--- src/rtl/text_render_pkg.sv ---
// rtl/text_render_pkg.sv - shared widths, palette and side-band types for the text pixel renderer
package text_render_pkg;

    localparam int RGB_W      = 12;
    localparam int ROM_ADDR_W = 11;
    localparam int FONT_W     = 8;
    localparam int PIPE_LAT   = 3;

    localparam logic [3:0] COL_BLACK  = 4'd0;
    localparam logic [3:0] COL_WHITE  = 4'd2;
    localparam logic [3:0] COL_YELLOW = 4'd3;
    localparam logic [3:0] COL_RED    = 4'd4;
    localparam logic [3:0] COL_BLINK  = 4'd15;

    // Colour shown by COL_BLINK during the "on" half of the blink period.
    localparam logic [RGB_W-1:0] BLINK_ON_COLOR = 12'hFFF;

    // font_size encoding that selects 2x horizontal scaling; every other code is 8x16.
    localparam logic [1:0] FS_2X = 2'd2;

    // Entry 15 is overridden at run time by the blink logic.
    localparam logic [RGB_W-1:0] PALETTE [16] = '{
        12'h000, 12'h00F, 12'hFFF, 12'hFF0,
        12'hF00, 12'h0F0, 12'h0FF, 12'hF0F,
        12'h888, 12'hF80, 12'h8F0, 12'h08F,
        12'hF08, 12'h444, 12'hCCC, 12'hFFF
    };

    // Per-pixel information that travels alongside the font ROM access.
    typedef struct packed {
        logic       video_on;
        logic       hsync;
        logic       vsync;
        logic       dp;
        logic [3:0] color;
        logic [2:0] col;
    } side_t;

    // Idle side-band: blanked, syncs at their inactive (high) level.
    localparam side_t SIDE_RESET = '{
        video_on: 1'b0, hsync: 1'b1, vsync: 1'b1,
        dp: 1'b0, color: 4'd0, col: 3'd0
    };

    // Glyph column within the 8-bit font row; 2x mode halves the column rate.
    function automatic logic [2:0] font_col(input logic [3:0] x_lo, input logic [1:0] fs);
        return (fs == FS_2X) ? x_lo[3:1] : x_lo[2:0];
    endfunction

endpackage

--- src/rtl/frame_blink_counter.sv ---
// rtl/frame_blink_counter.sv - counts vsync falling edges and produces the blink phase
module frame_blink_counter #(
    parameter int BLINK_FRAMES = 30
) (
    input  logic clk,
    input  logic reset,
    input  logic vsync_in,
    output logic blink_phase
);

    localparam int CNT_W = (BLINK_FRAMES > 1) ? $clog2(BLINK_FRAMES) : 1;
    localparam logic [CNT_W-1:0] LAST_FRAME = CNT_W'(BLINK_FRAMES - 1);

    logic             vsync_q;
    logic [CNT_W-1:0] frame_cnt;
    logic             vsync_fall;

    assign vsync_fall = vsync_q & ~vsync_in;

    // Edge detect and frame count; vsync_q tracks the input during reset so a
    // low vsync at release does not look like a fresh frame boundary.
    always_ff @(posedge clk) begin
        vsync_q <= vsync_in;
        if (reset) begin
            frame_cnt   <= '0;
            blink_phase <= 1'b1;
        end else if (vsync_fall) begin
            if (frame_cnt == LAST_FRAME) begin
                frame_cnt   <= '0;
                blink_phase <= ~blink_phase;
            end else begin
                frame_cnt <= frame_cnt + CNT_W'(1);
            end
        end
    end

endmodule

--- src/rtl/text_pixel_renderer.sv ---
// rtl/text_pixel_renderer.sv - font ROM fetch, pixel select and palette lookup with aligned syncs
module text_pixel_renderer
    import text_render_pkg::*;
#(
    parameter logic [RGB_W-1:0] BG_COLOR     = 12'h000,
    parameter int               BLINK_FRAMES = 30
) (
    input  logic                  clk,
    input  logic                  reset,
    input  logic                  video_on,
    input  logic                  hsync_in,
    input  logic                  vsync_in,
    input  logic [9:0]            pixelx,
    input  logic [ROM_ADDR_W-1:0] rom_addr,
    input  logic [1:0]            font_size,
    input  logic [3:0]            color_addr,
    input  logic                  dp,
    output logic [ROM_ADDR_W-1:0] font_rom_addr,
    input  logic [FONT_W-1:0]     font_rom_data,
    output logic                  hsync_out,
    output logic                  vsync_out,
    output logic [RGB_W-1:0]      rgb
);

    side_t            side_s1;
    side_t            side_s2;
    logic             blink_phase;
    logic             font_bit;
    logic [RGB_W-1:0] lit_color;
    logic             unused_pixelx_hi;

    // Only the low column bits matter for glyph addressing.
    assign unused_pixelx_hi = ^pixelx[9:4];

    frame_blink_counter #(
        .BLINK_FRAMES (BLINK_FRAMES)
    ) u_blink (
        .clk         (clk),
        .reset       (reset),
        .vsync_in    (vsync_in),
        .blink_phase (blink_phase)
    );

    // Stage 1: launch the ROM read and capture the pixel's side-band.
    always_ff @(posedge clk) begin
        if (reset) begin
            font_rom_addr <= '0;
            side_s1       <= SIDE_RESET;
        end else begin
            font_rom_addr    <= rom_addr;
            side_s1.video_on <= video_on;
            side_s1.hsync    <= hsync_in;
            side_s1.vsync    <= vsync_in;
            side_s1.dp       <= dp;
            side_s1.color    <= color_addr;
            side_s1.col      <= font_col(pixelx[3:0], font_size);
        end
    end

    // Stage 2: side-band waits one clock while the ROM produces its row.
    always_ff @(posedge clk) begin
        if (reset) begin
            side_s2 <= SIDE_RESET;
        end else begin
            side_s2 <= side_s1;
        end
    end

    // Bit 7 of the font row is the leftmost glyph column.
    assign font_bit = font_rom_data[3'd7 - side_s2.col];

    // Palette lookup with the blink entry resolved against the current phase.
    always_comb begin
        lit_color = PALETTE[side_s2.color];
        if (side_s2.color == COL_BLINK) begin
            lit_color = blink_phase ? BLINK_ON_COLOR : BG_COLOR;
        end
    end

    // Stage 3: registered colour and syncs leave together.
    always_ff @(posedge clk) begin
        if (reset) begin
            rgb       <= '0;
            hsync_out <= 1'b1;
            vsync_out <= 1'b1;
        end else begin
            hsync_out <= side_s2.hsync;
            vsync_out <= side_s2.vsync;
            if (!side_s2.video_on) begin
                rgb <= '0;
            end else if (side_s2.dp && font_bit) begin
                rgb <= lit_color;
            end else begin
                rgb <= BG_COLOR;
            end
        end
    end

endmodule

--- config.mk ---
export PLATFORM = sky130hd
export DESIGN_NAME = text_pixel_renderer
export DESIGN_NICKNAME = d
export VERILOG_FILES = /design/src/rtl/text_render_pkg.sv /design/src/rtl/frame_blink_counter.sv /design/src/rtl/text_pixel_renderer.sv
export SDC_FILE = /design/constraint.sdc
export NUM_CORES = 1
export LEC_CHECK = 0
export BUFFER_PORTS_ARGS = -buffer_cell sky130_fd_sc_hd__clkbuf_2
export CAP_MARGIN = 20
export CORE_UTILIZATION = 49
export DETAILED_ROUTE_END_ITERATION = 10
export PLACE_DENSITY = 0.78
export SYNTH_ARGS = -nofsm -noshare
export SYNTH_HDL_FRONTEND = slang
export SYNTH_HIERARCHICAL = 1
export SYNTH_SLANG_ARGS = --single-unit
--- constraint.sdc ---
create_clock -name clk -period 1.9 [get_ports clk]
set_input_delay 0.19 -clock clk [delete_from_list [all_inputs] [get_ports clk]]
set_output_delay 0.19 -clock clk [all_outputs]
set_load 0.05 [all_outputs]
---- Word level (Yosys, flattened, before mapping) ----
Memory sizes are Yosys's and may differ from the RTL's.
Index checks and enable logic that the tools add are counted.
W data, S select, Z words.
storage, ports and cells
  memories ................................ 1
  input port bits ......................... 41
  register bits ........................... 54
  bits in read-only memories .............. 192
  output and inout port bits .............. 25
  word-level logic and storage cells ...... 44
operators by class
  $add $sub $neg .......................... 2
  eq/ne operators ......................... 3
  multiplexer cells ....................... 8
  order comparisons ....................... 2
  bitwise logic cells ..................... 6
  reductions and logical operators ........ 3
memory list
  name              words  bits a word  read ports  clocked after Yosys merged registers in  wr ports  line                       text
  (name not given)  16     12           1           0                                        0         text_pixel_renderer.sv:74  lit_color = PALETTE[side_s2.color];
operator list
  kind                   count
  $mux W12               4
  $add A5 B1 Y5 const B  1
  $eq A5 B5 Y1 const B   1
  $ge A5 B5 Y1 const B   1
  $mux W5                1
  $not A4 Y5             1
  $eq A4 B4 Y1 const B   1
  $lt A3 B4 Y1 const B   1
  $not A1 Y1             4
  $bmux W1 S3            1
  $mux W3                1
  $reduce_or A3 Y1       1
  $sub A3 B3 Y3 const A  1
  $eq A2 B2 Y1 const B   1
  $reduce_and A2 Y1      1
  $and A1 B1 Y1          1
  $logic_and A1 B1 Y1    1
  $mux W1                1

---- Logic depth before layout (Yosys ltp) ----
Gate-level depths: netlist (run 1).
  word-level depth ........................ 6
  gate-level depth with buffers ........... 7
  depth with buffers taken out ............ 6

---- By module ----
The synthesis (run 1) kept the hierarchy.
modules (own cells, without submodules)
  module               area an instance (µm²)  sequential area each (µm²)  times used  cells each
  text_pixel_renderer  1651.6                  880.8                       1           157
  frame_blink_counter  352.8                   140.1                       1           32

---- Worst setup path after synthesis (run 1) ----
Ideal clock, no wire load.
  path type ............................... register -> register
  from .................................... register side_s2[4] (netlist name)
  to ...................................... register rgb[6]
  arrival time ............................ 1.671 ns
  data required time ...................... 1.829 ns
  setup time .............................. 0.071 ns
  buffers on the path ..................... 1
  cell stages (with the launch flop) ...... 8
  slack ................................... 0.158 ns
  period minus slack after synthesis ...... 1.742 ns
  cells stage by stage .................... dfxtp_1 -> clkbuf_1 -> inv_1 -> ha_1 -> nor2_1 -> a21o_1 -> a221o_1 -> a21oi_1
on the way
  word-level cells in the longest chain between the ends .. 5
  elaborated cells between the ends (all ways) .. 6
  classes of those cells .................. eq/ne: 1; mux: 3; bitwise: 1; memory: 1
RTL lines
  what                                          line                       text
  start: declaration                            text_pixel_renderer.sv:26  side_t side_s2;
  start signal: assignment                      text_pixel_renderer.sv:65  side_s2 <= side_s1;
  $not A4 Y5 (not written as such)              text_pixel_renderer.sv:74
  $mem_v2 Z16 W12                               --
  $mux W12 (not written as such) (2 in series)  text_pixel_renderer.sv:74
  $mux W12 *                                    text_pixel_renderer.sv:75  if (side_s2.color == COL_BLINK) begin
  end signal: assignment                        text_pixel_renderer.sv:92  rgb <= lit_color;
  end: declaration                              text_pixel_renderer.sv:22  output logic [RGB_W-1:0] rgb
Every way passes the cells marked *; elsewhere a longest branch is shown, timed or not. The select of a mux whose other input is x is not followed.
A chain may end at the register's enable or synchronous reset.

---- Worst setup path after layout (run 1) ----
  from .................................... register side_s2[3] (netlist name)
  to ...................................... register rgb[6]
Same word-level chain as after synthesis.

==> reports/metrics.json, run 1 <==
{
  "ir_worst_vdd": {"value": 0.440, "unit": "mV"},
  "worst_hold_startpoint": {"value": "hsync_in"},
  "initial_utilization": {"value": 52.8, "unit": "%"},
  "syn_nets": {"value": 237},
  "floorplan.core_area": {"value": 3800, "unit": "µm²"},
  "drt_pre_antenna_iters": {"value": 4},
  "hold_class": {"value": "primary input to flip-flop"},
  "place_worst_setup_slack": {"value": 0.250, "unit": "ns"},
  "final_layout_size_suffix_gt1_share": {"value": 34.4, "unit": "%"},
  "synth_area_per_cell": {"value": 10.6, "unit": "µm²"},
  "fmax": {"value": 0.595, "unit": "GHz"},
  "post_synth_fa_ha_maj_area_fraction": {"value": 4.37, "unit": "%"},
  "antenna_found_initial": {"value": 0},
  "status": {"value": "completed"},
  "synth_top_flop_cell": {"value": "dfxtp_1"},
  "tritoncts_num_sinks": {"value": 51},
  "final_hold_viol_count": {"value": 0},
  "clock_skew": {"value": 0.00659, "unit": "ns"},
  "yosys_register_bits": {"value": 51},
  "drv_cap": {"value": 0},
  "critPathRequiredTime": {"value": 2.13, "unit": "ns"},
  "cell_area_after_technology_mapping": {"value": 2000, "unit": "µm²"},
  "most_common_library_cell_in_the_layout_ignoring_fill_and_taps": {"value": "clkbuf_2"},
  "finalNetCount": {"value": 294},
  "final.setup.worst_slack": {"value": 0.218, "unit": "ns"},
  "fill_cells": {"value": 334},
  "layout_min_cycle_time": {"value": 1.68, "unit": "ns"},
  "synth_top_family_by_area": {"value": "simple AND/OR/NAND/NOR gates"},
  "globalRoute.totalOverflow": {"value": 0},
  "ioPinCount": {"value": 66},
  "critical_path_arrival": {"value": 1.91, "unit": "ns"},
  "reg2regPathDepth": {"value": 6},
  "worst-r2r-setup-slack": {"value": 0.22, "unit": "ns"},
  "crit-reg2reg-launch": {"value": "side_s2[3]"},
  "tritoncts": {"value": "built"},
  "layout.cells.most_common_list": {"value": "clkbuf_2, dfxtp_1, nor2b_1, mux2i_1, nor2_1"},
  "yosysWarnings": {"value": 6},
  "synth_edf_count": {"value": 0},
  "hold_buffers": {"value": 0},
  "cts-buffers-inserted": {"value": 5},
  "cts_setup_buffers": {"value": 0},
  "iter_0_drt_violations": {"value": 33},
  "total_power": {"value": 1.95, "unit": "mW"},
  "hold_ep": {"value": "side_s1[9]"},
  "clkLatencyLatePin": {"value": 0.29, "unit": "ns"},
  "cellPowerDensity": {"value": 814, "unit": "nW/µm²"},
  "worstHoldPathCells": {"value": 2},
  "unrepaired_setup_endpoints_after_global_routing": {"value": "no"},
  "grt_pass1_vias": {"value": 1296},
  "tightest_slew": {"value": 0.662, "unit": "ns"},
  "slew_headroom": {"value": 55.8, "unit": "%"},
  "die_footprint": {"value": 4350, "unit": "µm²"},
  "placement_rows": {"value": 22},
  "synthArstFlopShare": {"value": 0, "unit": "%"},
  "synth_seq_area_share": {"value": 50.9, "unit": "%"},
  "post_synth_mux_area_share": {"value": 6.55, "unit": "%"},
  "clk_root_buffer_cell": {"value": "clkbuf_8"},
  "antenna_left": {"value": 0},
  "die_width": {"value": 66.0, "unit": "µm"},
  "setup-tns-final": {"value": 0, "unit": "ns"},
  "setup_viol": {"value": 0},
  "worst_setup_path_end_kind": {"value": "flip-flop"},
  "worst_hold_margin": {"value": 0.0799, "unit": "ns"},
  "netlist-cell-type-count": {"value": 41},
  "rr_endpoint": {"value": "rgb[6]"},
  "detailedPlacementHpwl": {"value": 2190, "unit": "µm"},
  "routed_wire_length_per_instance": {"value": 10.1, "unit": "µm"},
  "cts_repair_resize_count": {"value": 0},
  "grt_pass1_wl": {"value": 5180, "unit": "µm"},
  "final.period_utilization": {"value": 88.5, "unit": "%"},
  "post_synth_and_or_nand_nor_area_fraction": {"value": 23.4, "unit": "%"},
  "synthToLayoutAreaGrowth": {"value": 19.4, "unit": "%"},
  "route.detailed.drc": {"value": 0},
  "kind_of_start_point_of_the_critical_path": {"value": "flip-flop"},
  "io_buf_count": {"value": 59},
  "fraction_of_the_mapped_netlist_area_in_compound_gates": {"value": 9.05, "unit": "%"},
  "synth-xor-area-share": {"value": 0.874, "unit": "%"},
  "die-height": {"value": 66.0, "unit": "µm"},
  "critical_path.max_fanout": {"value": 6},
  "cts.path.max_buffers": {"value": 2},
  "crit_type": {"value": "flip-flop to flip-flop"},
  "track_usage": {"value": 15.4, "unit": "%"},
  "viasPerCell": {"value": 4.76},
  "dr_total_vias": {"value": 1405},
  "worst_setup_hold_path_clk_slew": {"value": 0.09, "unit": "ns"},
  "ctsHtreeMaxLevel": {"value": 2},
  "maximum_number_of_pins_on_one_net_before_global_route_repair": {"value": 43},
  "final_max_slew_viol_count": {"value": 0},
  "antenna-diode-count": {"value": 0},
  "leakage": {"value": 1.03, "unit": "nW"},
  "post_synth_inst_count": {"value": 189},
  "routed_wirelength": {"value": 2970, "unit": "µm"},
  "gp_routability_congestion": {"value": 0.837}
}
==> stage by stage <==
step,std cells,instance area (µm²),util [%]
after global placement,287,2300,60.7
after CTS,295,2390,63.0
after floorplan,189,2000,-
final,295,2390,63.0
after detailed placement,287,2300,60.7
after global routing,295,2390,63.0
==> worst max-delay path by stage <==
stage,from,end,cells after the start
2_1_floorplan,side_s2[4],rgb[6],7
3_3_place_gp,side_s2[3],rgb[6],6
3_5_place_dp,side_s2[3],rgb[6],6
4_1_cts,side_s2[3],rgb[6],6
5_1_grt,side_s2[3],rgb[6],6
6_report,side_s2[3],rgb[6],6
==> power by group <==
part / total (mW) / internal [mW] / switching [mW]
logic: 0.214 / 0.0933 / 0.120
clock network: 0.604 / 0.265 / 0.339
registers: 1.13 / 1.11 / 0.0229
total: 1.95 / 1.47 / 0.482
==> cell type report <==
class / count / area (µm²) / share of cell area [%]
Sequential cell: 51 / 1020 / 42.7
Inverter: 5 / 18.8 / 0.784
Clock buffer: 6 / 72.6 / 3.03
Timing Repair Buffer: 62 / 318 / 13.3
Multi-Input combinational cell: 121 / 887 / 37.1
Tap cell: 48 / 60.1 / 2.51
Clock inverter: 2 / 16.3 / 0.680
==> critical path, stage by stage, from the launching register on <==
cell	delay [ns]
dfxtp_1	0.44
inv_1	0.09
ha_1	0.38
nor2_1	0.09
a21o_1	0.19
a221o_1	0.29
a21oi_1	0.13
==> cells by family (layout without fill, tap and decap cells) <==
logic type      count (synthesis)  count (layout)
simple gates                   75              75
flops                          51              51
compound gates                 24              24
buf+inv                        17              75
mux                            13              13
fa+ha+maj                       7               7
xor+xnor                        2               2
==> sequential cells by signal, indices dropped and copies added, names as in the netlist <==
signal               cells
vsync_out                1
u_blink/blink_phase      1
side_s2                 11
u_blink/vsync_q          1
side_s1                 11
u_blink/frame_cnt        5
rgb                      9
hsync_out                1
font_rom_addr           11
==> Yosys cell counts, types with 2 or more instances <==
cell type	number	area, µm²
nor3_1	7	35.0
dfxtp_1	51	1020
nor2_1	11	41.3
buf_2	3	15.0
buf_4	3	22.5
inv_1	5	18.8
a31oi_1	2	12.5
ha_1	7	87.6
a21oi_1	7	35.0
o21ai_0	3	15.0
nand3_1	3	15.0
nand3b_1	4	30.0
nand2_1	5	18.8
mux2i_1	12	120
or2_2	6	37.5
a211oi_2	3	37.5
nor2b_1	30	188
clkbuf_1	4	15.0
==> per-layer routing <==
metal | vias to the layer above | share of wire (%) | track usage, %
met5 | - | 0 | 0
met4 | 0 | 0.44 | 3.46
met3 | 2 | 4.6 | 5.34
met2 | 39 | 49 | 26.9
met1 | 617 | 46 | 18.0
li1 | 747 | - | -
Note: power is estimated with default switching activity, not from simulation.
==> run 2, diff against run 1 <==
--- a/config.mk
+++ b/config.mk
@@ -5,7 +5,8 @@
 export SDC_FILE = /design/constraint.sdc
 export NUM_CORES = 1
 export LEC_CHECK = 0
-export BUFFER_PORTS_ARGS = -buffer_cell sky130_fd_sc_hd__clkbuf_2
+export ABC_AREA = 1
+export BUFFER_PORTS_ARGS = -buffer_cell sky130_fd_sc_hd__buf_2
 export CAP_MARGIN = 20
 export CORE_UTILIZATION = 49
 export DETAILED_ROUTE_END_ITERATION = 10
==> run 2 against run 1 <==
Clock power is 31% higher. Hold slack worse by 0.034 ns. First-iteration DRC count is 120% higher. Clock skew is 0.0022 ns lower. Sequential power hardly changed. Via count is 12% higher. Sequential cell count stayed put. Worst setup slack better by 0.28 ns. Register-to-register slack better by 0.28 ns. Cell area is 1.7% higher. Maximum frequency is 20% higher. Global-route usage is 0.71 points higher. Largest cell class unchanged. Highest routed layer unchanged.
==> reports/metrics.json, run 2 <==
{
  "status": {"value": "completed", "change": "unchanged"},
  "synth_edf_count": {"value": 0, "change": "unchanged"},
  "io_buf_count": {"value": 59, "change": "unchanged"},
  "detailedPlacementHpwl": {"value": 2240, "unit": "µm", "change": "was 2190 µm"},
  "layout.cells.most_common_list": {"value": "buf_2, nor2_1, dfxtp_1, nand2_1, inv_1", "change": "was clkbuf_2, dfxtp_1, nor2b_1, mux2i_1, nor2_1"},
  "path_cells": {"value": "inv_1 -> ha_1 -> inv_1 -> nand2_1 -> nand3_1 -> o21ai_0 -> nor2_1 -> nor2_1", "change": "was inv_1 -> ha_1 -> nor2_1 -> a21o_1 -> a221o_1 -> a21oi_1"},
  "drt_pre_antenna_iters": {"value": 5, "change": "was 4"},
  "met1_capacity_usage_during_global_routing": {"value": 18.1, "unit": "%", "change": "was 18.0%"},
  "setup_viol": {"value": 0, "change": "unchanged"},
  "most_common_library_cell_in_the_layout_ignoring_fill_and_taps": {"value": "buf_2", "change": "was clkbuf_2"},
  "total_power": {"value": 2.13, "unit": "mW", "change": "was 1.95 mW"},
  "post_synth_and_or_nand_nor_area_fraction": {"value": 29.9, "unit": "%", "change": "was 23.4%"},
  "synth-xor-area-share": {"value": 0.870, "unit": "%", "change": "was 0.874%"},
  "placement_rows": {"value": 22, "change": "unchanged"},
  "die-height": {"value": 66.1, "unit": "µm", "change": "was 66.0 µm"},
  "final.period_utilization": {"value": 73.8, "unit": "%", "change": "was 88.5%"},
  "iter_0_drt_violations": {"value": 71, "change": "was 33"},
  "worst-r2r-setup-slack": {"value": 0.50, "unit": "ns", "change": "was 0.22 ns"},
  "cts.path.max_buffers": {"value": 2, "change": "unchanged"},
  "clock_skew": {"value": 0.00442, "unit": "ns", "change": "was 0.00659 ns"},
  "biggestRegsByFlops": {"value": "font_rom_addr x11, side_s1 x11, side_s2 x11", "change": "unchanged"},
  "die_width": {"value": 66.1, "unit": "µm", "change": "was 66.0 µm"},
  "synth_top_flop_cell": {"value": "dfxtp_1", "change": "unchanged"},
  "crit-reg2reg-launch": {"value": "side_s2[3]", "change": "unchanged"},
  "gp_routability_congestion": {"value": 0.857, "change": "was 0.837"},
  "cts-buffers-inserted": {"value": 5, "change": "unchanged"},
  "fmax": {"value": 0.713, "unit": "GHz", "change": "was 0.595 GHz"},
  "kind_of_start_point_of_the_critical_path": {"value": "flip-flop", "change": "unchanged"},
  "die_footprint": {"value": 4370, "unit": "µm²", "change": "was 4350 µm²"},
  "clk_root_buffer_cell": {"value": "clkbuf_8", "change": "unchanged"},
  "post_synth_inst_count": {"value": 256, "change": "was 189"},
  "worstSetupEndpoint": {"value": "rgb[1]", "change": "was rgb[6]"},
  "final-instance-count-excl-fill": {"value": 363, "change": "was 295"},
  "routed_wirelength": {"value": 2960, "unit": "µm", "change": "was 2970 µm"},
  "worst_setup_hold_path_clk_slew": {"value": 0.09, "unit": "ns", "change": "about the same"},
  "combPwrFrac": {"value": 10.0, "unit": "%", "change": "was 11.0%"},
  "viasPerCell": {"value": 4.33, "change": "was 4.76"},
  "layout_min_cycle_time": {"value": 1.40, "unit": "ns", "change": "was 1.68 ns"},
  "hold_class": {"value": "primary input to flip-flop", "change": "unchanged"},
  "finalNetCount": {"value": 362, "change": "was 294"},
  "fraction_of_the_mapped_netlist_area_in_compound_gates": {"value": 2.67, "unit": "%", "change": "was 9.05%"},
  "critPathSlowestCell": {"value": "dfxtp_1", "change": "unchanged"},
  "ys_top_cells_by_count": {"value": "nor2_1, dfxtp_1, nand2_1", "change": "was dfxtp_1, nor2b_1, mux2i_1"},
  "final_layout_size_suffix_gt1_share": {"value": 27.6, "unit": "%", "change": "was 34.4%"},
  "gr-usage-met2": {"value": 26.3, "unit": "%", "change": "was 26.9%"},
  "worst_path_largest_cell_delay": {"value": 0.41, "unit": "ns", "change": "was 0.44 ns"},
  "leakage": {"value": 1.27, "unit": "nW", "change": "was 1.03 nW"},
  "ioPinCount": {"value": 66, "change": "unchanged"},
  "setup-tns-final": {"value": 0, "unit": "ns", "change": "unchanged"},
  "syn_nets": {"value": 304, "change": "was 237"},
  "tritoncts": {"value": "built", "change": "unchanged"},
  "dr_total_vias": {"value": 1572, "change": "was 1405"},
  "netlist-cell-type-count": {"value": 27, "change": "was 41"},
  "final_max_slew_viol_count": {"value": 0, "change": "unchanged"},
  "clockPowerShare": {"value": 37.0, "unit": "%", "change": "was 31.0%"},
  "crit_type": {"value": "flip-flop to flip-flop", "change": "unchanged"},
  "initial_utilization": {"value": 53.0, "unit": "%", "change": "was 52.8%"},
  "critPathRequiredTime": {"value": 2.11, "unit": "ns", "change": "was 2.13 ns"},
  "yosysWarnings": {"value": 6, "change": "unchanged"},
  "ir_worst_vdd": {"value": 0.674, "unit": "mV", "change": "was 0.440 mV"},
  "cts_repair_resize_count": {"value": 0, "change": "unchanged"},
  "tritoncts_num_sinks": {"value": 51, "change": "unchanged"},
  "antenna_left": {"value": 0, "change": "unchanged"},
  "antenna-diode-count": {"value": 0, "change": "unchanged"},
  "rr_endpoint": {"value": "rgb[1]", "change": "was rgb[6]"},
  "synth_area_per_cell": {"value": 7.87, "unit": "µm²", "change": "was 10.6 µm²"},
  "synth.top_cells.by_area": {"value": "dfxtp_1, nor2_1, nand2_1", "change": "was dfxtp_1, nor2b_1, mux2i_1"},
  "post-synth-top-area-fraction": {"value": 50.7, "unit": "%", "change": "was 50.9%"},
  "hold_buffers": {"value": 0, "change": "unchanged"},
  "cts_setup_buffers": {"value": 0, "change": "unchanged"},
  "globalRoute.totalOverflow": {"value": 0, "change": "unchanged"},
  "timing.critical_path.from": {"value": "side_s2[3]", "change": "unchanged"},
  "grt_use_met3": {"value": 4.31, "unit": "%", "change": "was 5.34%"},
  "inst_count_dp": {"value": 355, "change": "was 287"},
  "final_hold_viol_count": {"value": 0, "change": "unchanged"},
  "post_synth_fa_ha_maj_area_fraction": {"value": 4.35, "unit": "%", "change": "was 4.37%"},
  "synth.largest_area_cell": {"value": "dfxtp_1", "change": "unchanged"},
  "reg2regPathDepth": {"value": 8, "change": "was 6"},
  "antenna_found_initial": {"value": 0, "change": "unchanged"},
  "grt_pass1_wl": {"value": 5190, "unit": "µm", "change": "was 5180 µm"},
  "critical_path_arrival": {"value": 1.62, "unit": "ns", "change": "was 1.91 ns"},
  "drv_cap": {"value": 0, "change": "unchanged"},
  "yosys_register_bits": {"value": 51, "change": "unchanged"},
  "synth_top_family_by_area": {"value": "simple AND/OR/NAND/NOR gates", "change": "unchanged"},
  "power.sequential.fraction": {"value": 53.0, "unit": "%", "change": "was 58.1%"},
  "ctsHtreeMaxLevel": {"value": 2, "change": "unchanged"},
  "unrepaired_setup_endpoints_after_global_routing": {"value": "no", "change": "unchanged"},
  "slew_headroom": {"value": 69.7, "unit": "%", "change": "was 55.8%"},
  "floorplan.core_area": {"value": 3800, "unit": "µm²", "change": "unchanged"},
  "post_synth_mux_area_share": {"value": 0, "unit": "%", "change": "was 6.55%"},
  "critical_path.max_fanout": {"value": 5, "change": "was 6"},
  "most_repeated_cell_in_the_gate_level_netlist_after_synthesis": {"value": "nor2_1", "change": "was dfxtp_1"},
  "cell_area_after_technology_mapping": {"value": 2010, "unit": "µm²", "change": "was 2000 µm²"},
  "p_int": {"value": 1.62, "unit": "mW", "change": "was 1.47 mW"},
  "track_usage": {"value": 16.1, "unit": "%", "change": "was 15.4%"},
  "switchingPower": {"value": 0.512, "unit": "mW", "change": "was 0.482 mW"},
  "synthToLayoutAreaGrowth": {"value": 20.9, "unit": "%", "change": "was 19.4%"},
  "cellPowerDensity": {"value": 876, "unit": "nW/µm²", "change": "was 814 nW/µm²"},
  "clkLatencyLatePin": {"value": 0.31, "unit": "ns", "change": "was 0.29 ns"},
  "routed_wire_length_per_instance": {"value": 8.14, "unit": "µm", "change": "was 10.1 µm"},
  "synth_seq_area_share": {"value": 50.7, "unit": "%", "change": "was 50.9%"},
  "route.detailed.drc": {"value": 0, "change": "unchanged"},
  "tightest_slew": {"value": 0.454, "unit": "ns", "change": "was 0.662 ns"},
  "switching_share": {"value": 24.0, "unit": "%", "change": "was 24.7%"},
  "grt_pass1_vias": {"value": 1362, "change": "was 1296"},
  "maximum_number_of_pins_on_one_net_before_global_route_repair": {"value": 26, "change": "was 43"},
  "gr-max-usage-layer": {"value": "met2", "change": "unchanged"},
  "synthArstFlopShare": {"value": 0, "unit": "%", "change": "unchanged"},
  "worst_setup_path_end_kind": {"value": "flip-flop", "change": "unchanged"}
}
==> run 2: cell types whose count changed after synthesis, moves of 6 or more <==
cell	change
nand2_1	+43
nor2_1	+42
inv_1	+35
nor2b_1	-30
nand3_1	+13
mux2i_1	-12
nor3_1	-7
a21oi_1	-6
==> run 2: worst min path at each step <==
stage	start	to	slack, ns	cells past startpoint
final	vsync_in	u_blink/vsync_q	0.05	1
after global routing	vsync_in	u_blink/vsync_q	0.04	1
after CTS	vsync_in	u_blink/vsync_q	0.03	1
after detailed placement	vsync_in	u_blink/vsync_q	0.37	1
after global placement	vsync_in	u_blink/vsync_q	0.37	1
after floorplan	vsync_in	u_blink/vsync_q	0.22	0
==> run 2: stage by stage <==
stage | hold slack (ns) | utilization (%) | setup slack (ns) | area [µm²]
after floorplan | 0.218 | - | 0.614 | 2010
after global placement | 0.369 | 60.9 | 0.525 | 2310
after detailed placement | 0.368 | 60.9 | 0.496 | 2310
after CTS | 0.0348 | 64.1 | 0.478 | 2430
after global routing | 0.0414 | 64.1 | 0.325 | 2430
final | 0.0462 | 64.1 | 0.498 | 2430
==> run 2: power by group through the flow <==
stage / logic (mW) / registers [mW] / clock network [mW]
after floorplan: 0.110 / 1.20 / 0
after global placement: 0.211 / 1.16 / 0
after detailed placement: 0.215 / 1.16 / 0
after CTS: 0.216 / 1.13 / 0.815
after global routing: 0.242 / 1.14 / 0.853
final: 0.213 / 1.13 / 0.790
==> run 2: final cells by class <==
| cell class | count | area, µm² |
|---|---|---|
| multi-input cells | 152 | 762 |
| inverters | 44 | 168 |
| clock inverters | 2 | 38.8 |
| flip-flops and latches | 51 | 1020 |
| well taps | 48 | 60.1 |
| repair buffers | 60 | 303 |
| fillers | 350 | 1360 |
| clock buffers | 6 | 82.6 |
==> run 2: logic make-up (layout without fill, tap and decap cells) <==
family	after synthesis	in the layout
buffers and inverters	53	112
xor gates and xnor gates	2	2
adders and majority gates	7	7
and+or+nand+nor	134	134
AOI/OAI and AO/OA	9	9
DFF	51	51
==> run 2: layer usage <==
layer  part of all wire (%)  up-vias
met2                     45       48
met5                      0        -
li1                       -      867
met3                    5.5        7
met1                     46      650
met4                    2.8        0
==> run 2: critical path: cells and delay by family (launching register included) <==
family                     cells  cell delay [ns]
AOI/OAI and AO/OA              1             0.10
adders and majority gates      1             0.34
buffers and inverters          2             0.18
DFF                            1             0.41
and+or+nand+nor                4             0.29
==> run 3, diff against run 2 <==
==> constraint.sdc (replaced) <==
create_clock -name clk -period 1.45 [get_ports clk]
set_input_delay 0.145 -clock clk [delete_from_list [all_inputs] [get_ports clk]]
set_output_delay 0.145 -clock clk [all_outputs]
set_load 0.05 [all_outputs]
==> run 3 against run 2 <==
Final cell count increased by 0.55%. Sequential share of layout area grew 0.25 points. Clock power increased by 4.4%. Clock skew rose by 0.0022 ns. Power rose by 22%. Via count up 2.7%. Sequential cell count unchanged. First-iteration DRC count up 39%. Sequential power grew 31%. Critical path type unchanged. Largest power group unchanged.
==> reports/metrics.json, run 3 (synthesis results as in run 2) <==
{
  "cts_setup_buffers": {"value": 0, "change": "unchanged"},
  "unrepaired_setup_endpoints_after_global_routing": {"value": "no", "change": "unchanged"},
  "critical_path_arrival": {"value": 1.55, "unit": "ns", "change": "was 1.62 ns"},
  "drv_cap": {"value": 0, "change": "unchanged"},
  "routed_wire_length_per_instance": {"value": 8.66, "unit": "µm", "change": "was 8.14 µm"},
  "ctsHtreeMaxLevel": {"value": 2, "change": "unchanged"},
  "switching_share": {"value": 26.5, "unit": "%", "change": "was 24.0%"},
  "critPathRequiredTime": {"value": 1.66, "unit": "ns", "change": "was 2.11 ns"},
  "iter_0_drt_violations": {"value": 99, "change": "was 71"},
  "fill_cells": {"value": 341, "change": "was 350"},
  "kind_of_start_point_of_the_critical_path": {"value": "flip-flop", "change": "unchanged"},
  "worst_hold_margin": {"value": 0.00857, "unit": "ns", "change": "was 0.0462 ns"},
  "maximum_number_of_pins_on_one_net_before_global_route_repair": {"value": 26, "change": "unchanged"},
  "switchingPower": {"value": 0.687, "unit": "mW", "change": "was 0.512 mW"},
  "crit_type": {"value": "flip-flop to flip-flop", "change": "unchanged"},
  "final_max_slew_viol_count": {"value": 0, "change": "unchanged"},
  "final-instance-count-excl-fill": {"value": 365, "change": "was 363"},
  "biggestRegsByFlops": {"value": "font_rom_addr x11, side_s1 x11, side_s2 x11", "change": "unchanged"},
  "dr_total_vias": {"value": 1614, "change": "was 1572"},
  "io_buf_count": {"value": 59, "change": "unchanged"},
  "place_worst_setup_slack": {"value": 0.0520, "unit": "ns", "change": "was 0.496 ns"},
  "worst_setup_path_end_kind": {"value": "flip-flop", "change": "unchanged"},
  "critical_path.max_fanout": {"value": 5, "change": "unchanged"},
  "clockPowerShare": {"value": 31.8, "unit": "%", "change": "was 37.0%"},
  "slew_headroom": {"value": 70.1, "unit": "%", "change": "was 69.7%"},
  "floorplan.core_area": {"value": 3800, "unit": "µm²", "change": "unchanged"},
  "layout.cells.most_common_list": {"value": "buf_2, nor2_1, dfxtp_1, nand2_1, inv_1", "change": "unchanged"},
  "antenna_left": {"value": 0, "change": "unchanged"},
  "final.period_utilization": {"value": 92.8, "unit": "%", "change": "was 73.8%"},
  "die_width": {"value": 66.1, "unit": "µm", "change": "unchanged"},
  "initial_utilization": {"value": 53.0, "unit": "%", "change": "unchanged"},
  "globalRoute.totalOverflow": {"value": 0, "change": "unchanged"},
  "stdcell_area": {"value": 2430, "unit": "µm²", "change": "about the same"},
  "viasPerCell": {"value": 4.42, "change": "was 4.33"},
  "leakage": {"value": 1.27, "unit": "nW", "change": "about the same"},
  "grt_pass1_wl": {"value": 5320, "unit": "µm", "change": "was 5190 µm"},
  "layout_min_cycle_time": {"value": 1.35, "unit": "ns", "change": "was 1.40 ns"},
  "tritoncts_num_sinks": {"value": 51, "change": "unchanged"},
  "hold_class": {"value": "primary input to flip-flop", "change": "unchanged"},
  "antenna-diode-count": {"value": 0, "change": "unchanged"},
  "die-height": {"value": 66.1, "unit": "µm", "change": "unchanged"},
  "gp_routability_congestion": {"value": 0.882, "change": "was 0.857"},
  "cellPowerDensity": {"value": 1070, "unit": "nW/µm²", "change": "was 876 nW/µm²"},
  "clkLatencyLatePin": {"value": 0.31, "unit": "ns", "change": "about the same"},
  "clk_root_buffer_cell": {"value": "clkbuf_8", "change": "unchanged"},
  "p_int": {"value": 1.91, "unit": "mW", "change": "was 1.62 mW"},
  "status": {"value": "completed", "change": "unchanged"},
  "final.setup.worst_slack": {"value": 0.104, "unit": "ns", "change": "was 0.498 ns"},
  "final_hold_viol_count": {"value": 0, "change": "unchanged"},
  "finalNetCount": {"value": 364, "change": "was 362"},
  "inst_count_dp": {"value": 356, "change": "was 355"},
  "multi_input_area": {"value": 767, "unit": "µm²", "change": "was 762 µm²"},
  "post-route-util": {"value": 64.0, "unit": "%", "change": "was 64.1%"},
  "cts-buffers-inserted": {"value": 5, "change": "unchanged"},
  "setup-tns-final": {"value": 0, "unit": "ns", "change": "unchanged"},
  "grt_pass1_vias": {"value": 1367, "change": "was 1362"},
  "cts.path.max_buffers": {"value": 2, "change": "unchanged"},
  "final_layout_size_suffix_gt1_share": {"value": 29.0, "unit": "%", "change": "was 27.6%"},
  "tightest_slew": {"value": 0.448, "unit": "ns", "change": "was 0.454 ns"},
  "setup_viol": {"value": 0, "change": "unchanged"},
  "ir_worst_vdd": {"value": 0.974, "unit": "mV", "change": "was 0.674 mV"},
  "ioPinCount": {"value": 66, "change": "unchanged"},
  "most_common_library_cell_in_the_layout_ignoring_fill_and_taps": {"value": "buf_2", "change": "unchanged"},
  "synthToLayoutAreaGrowth": {"value": 20.7, "unit": "%", "change": "was 20.9%"},
  "routed_wirelength": {"value": 3160, "unit": "µm", "change": "was 2960 µm"},
  "drt_pre_antenna_iters": {"value": 4, "change": "was 5"},
  "route.detailed.drc": {"value": 0, "change": "unchanged"},
  "fmax": {"value": 0.743, "unit": "GHz", "change": "was 0.713 GHz"},
  "power.sequential.fraction": {"value": 57.1, "unit": "%", "change": "was 53.0%"},
  "track_usage": {"value": 16.4, "unit": "%", "change": "was 16.1%"},
  "clock_skew": {"value": 0.00661, "unit": "ns", "change": "was 0.00442 ns"},
  "antenna_found_initial": {"value": 0, "change": "unchanged"},
  "worst_setup_hold_path_clk_slew": {"value": 0.09, "unit": "ns", "change": "about the same"},
  "regArea": {"value": 1030, "unit": "µm²", "change": "was 1020 µm²"},
  "die_footprint": {"value": 4370, "unit": "µm²", "change": "unchanged"},
  "total_power": {"value": 2.59, "unit": "mW", "change": "was 2.13 mW"},
  "tritoncts": {"value": "built", "change": "unchanged"},
  "detailedPlacementHpwl": {"value": 2310, "unit": "µm", "change": "was 2240 µm"},
  "placement.cell_area": {"value": 2320, "unit": "µm²", "change": "was 2310 µm²"},
  "placement_rows": {"value": 22, "change": "unchanged"},
  "combPwrFrac": {"value": 11.1, "unit": "%", "change": "was 10.0%"}
}
[run 3: worst paths after layout]
check                                 from         end  slack [ns]  cells after the start
worst max-delay path            side_s2[3]      rgb[2]        0.10                      8
worst min-delay path              hsync_in  side_s1[9]       0.009                      2
worst max register to register  side_s2[3]      rgb[2]        0.10                      8
worst min register to register  side_s1[7]  side_s2[7]        0.40                      2
[run 3: worst max-delay path: stages (launching register included)]
cell     delay [ns]
dfxtp_4        0.37
inv_1          0.07
ha_1           0.33
inv_1          0.08
nand2_1        0.08
nand3_2        0.08
nand2_1        0.06
a21oi_1        0.12
nor2_1         0.06
[run 3: power by group through the flow]
stage	Combinational, mW	Sequential (mW)	Clock, mW
finish	0.288	1.48	0.825
global route	0.327	1.49	0.903
CTS	0.288	1.48	0.849
detailed placement	0.285	1.51	0
global placement	0.281	1.51	0
floorplan	0.144	1.57	0
[run 3: repair_timing]
item | 4_1_cts | 5_1_grt
hold buffers | 1 | 0
resized for setup | 0 | 5
endpoints found under the setup margin | 0 | 8
endpoints found under the hold margin | 1 | 0
[run 3: routing by layer]
metal / up-vias / share of wire (%) / GRT usage, %
met1: 675 / 45 / 17.7
met3: 7 / 7.4 / 5.86
li1: 873 / - / -
met2: 59 / 46 / 26.8
met4: 0 / 2.1 / 10.6
met5: - / 0 / 0
[run 3: cell type report]
cell class	instances	area share, %
Clock inverter	3	0.926
Tap cell	48	2.47
Inverter	44	6.89
Sequential cell	51	42.2
Clock buffer	5	2.83
Multi-Input combinational cell	152	31.5
Timing Repair Buffer	62	13.2
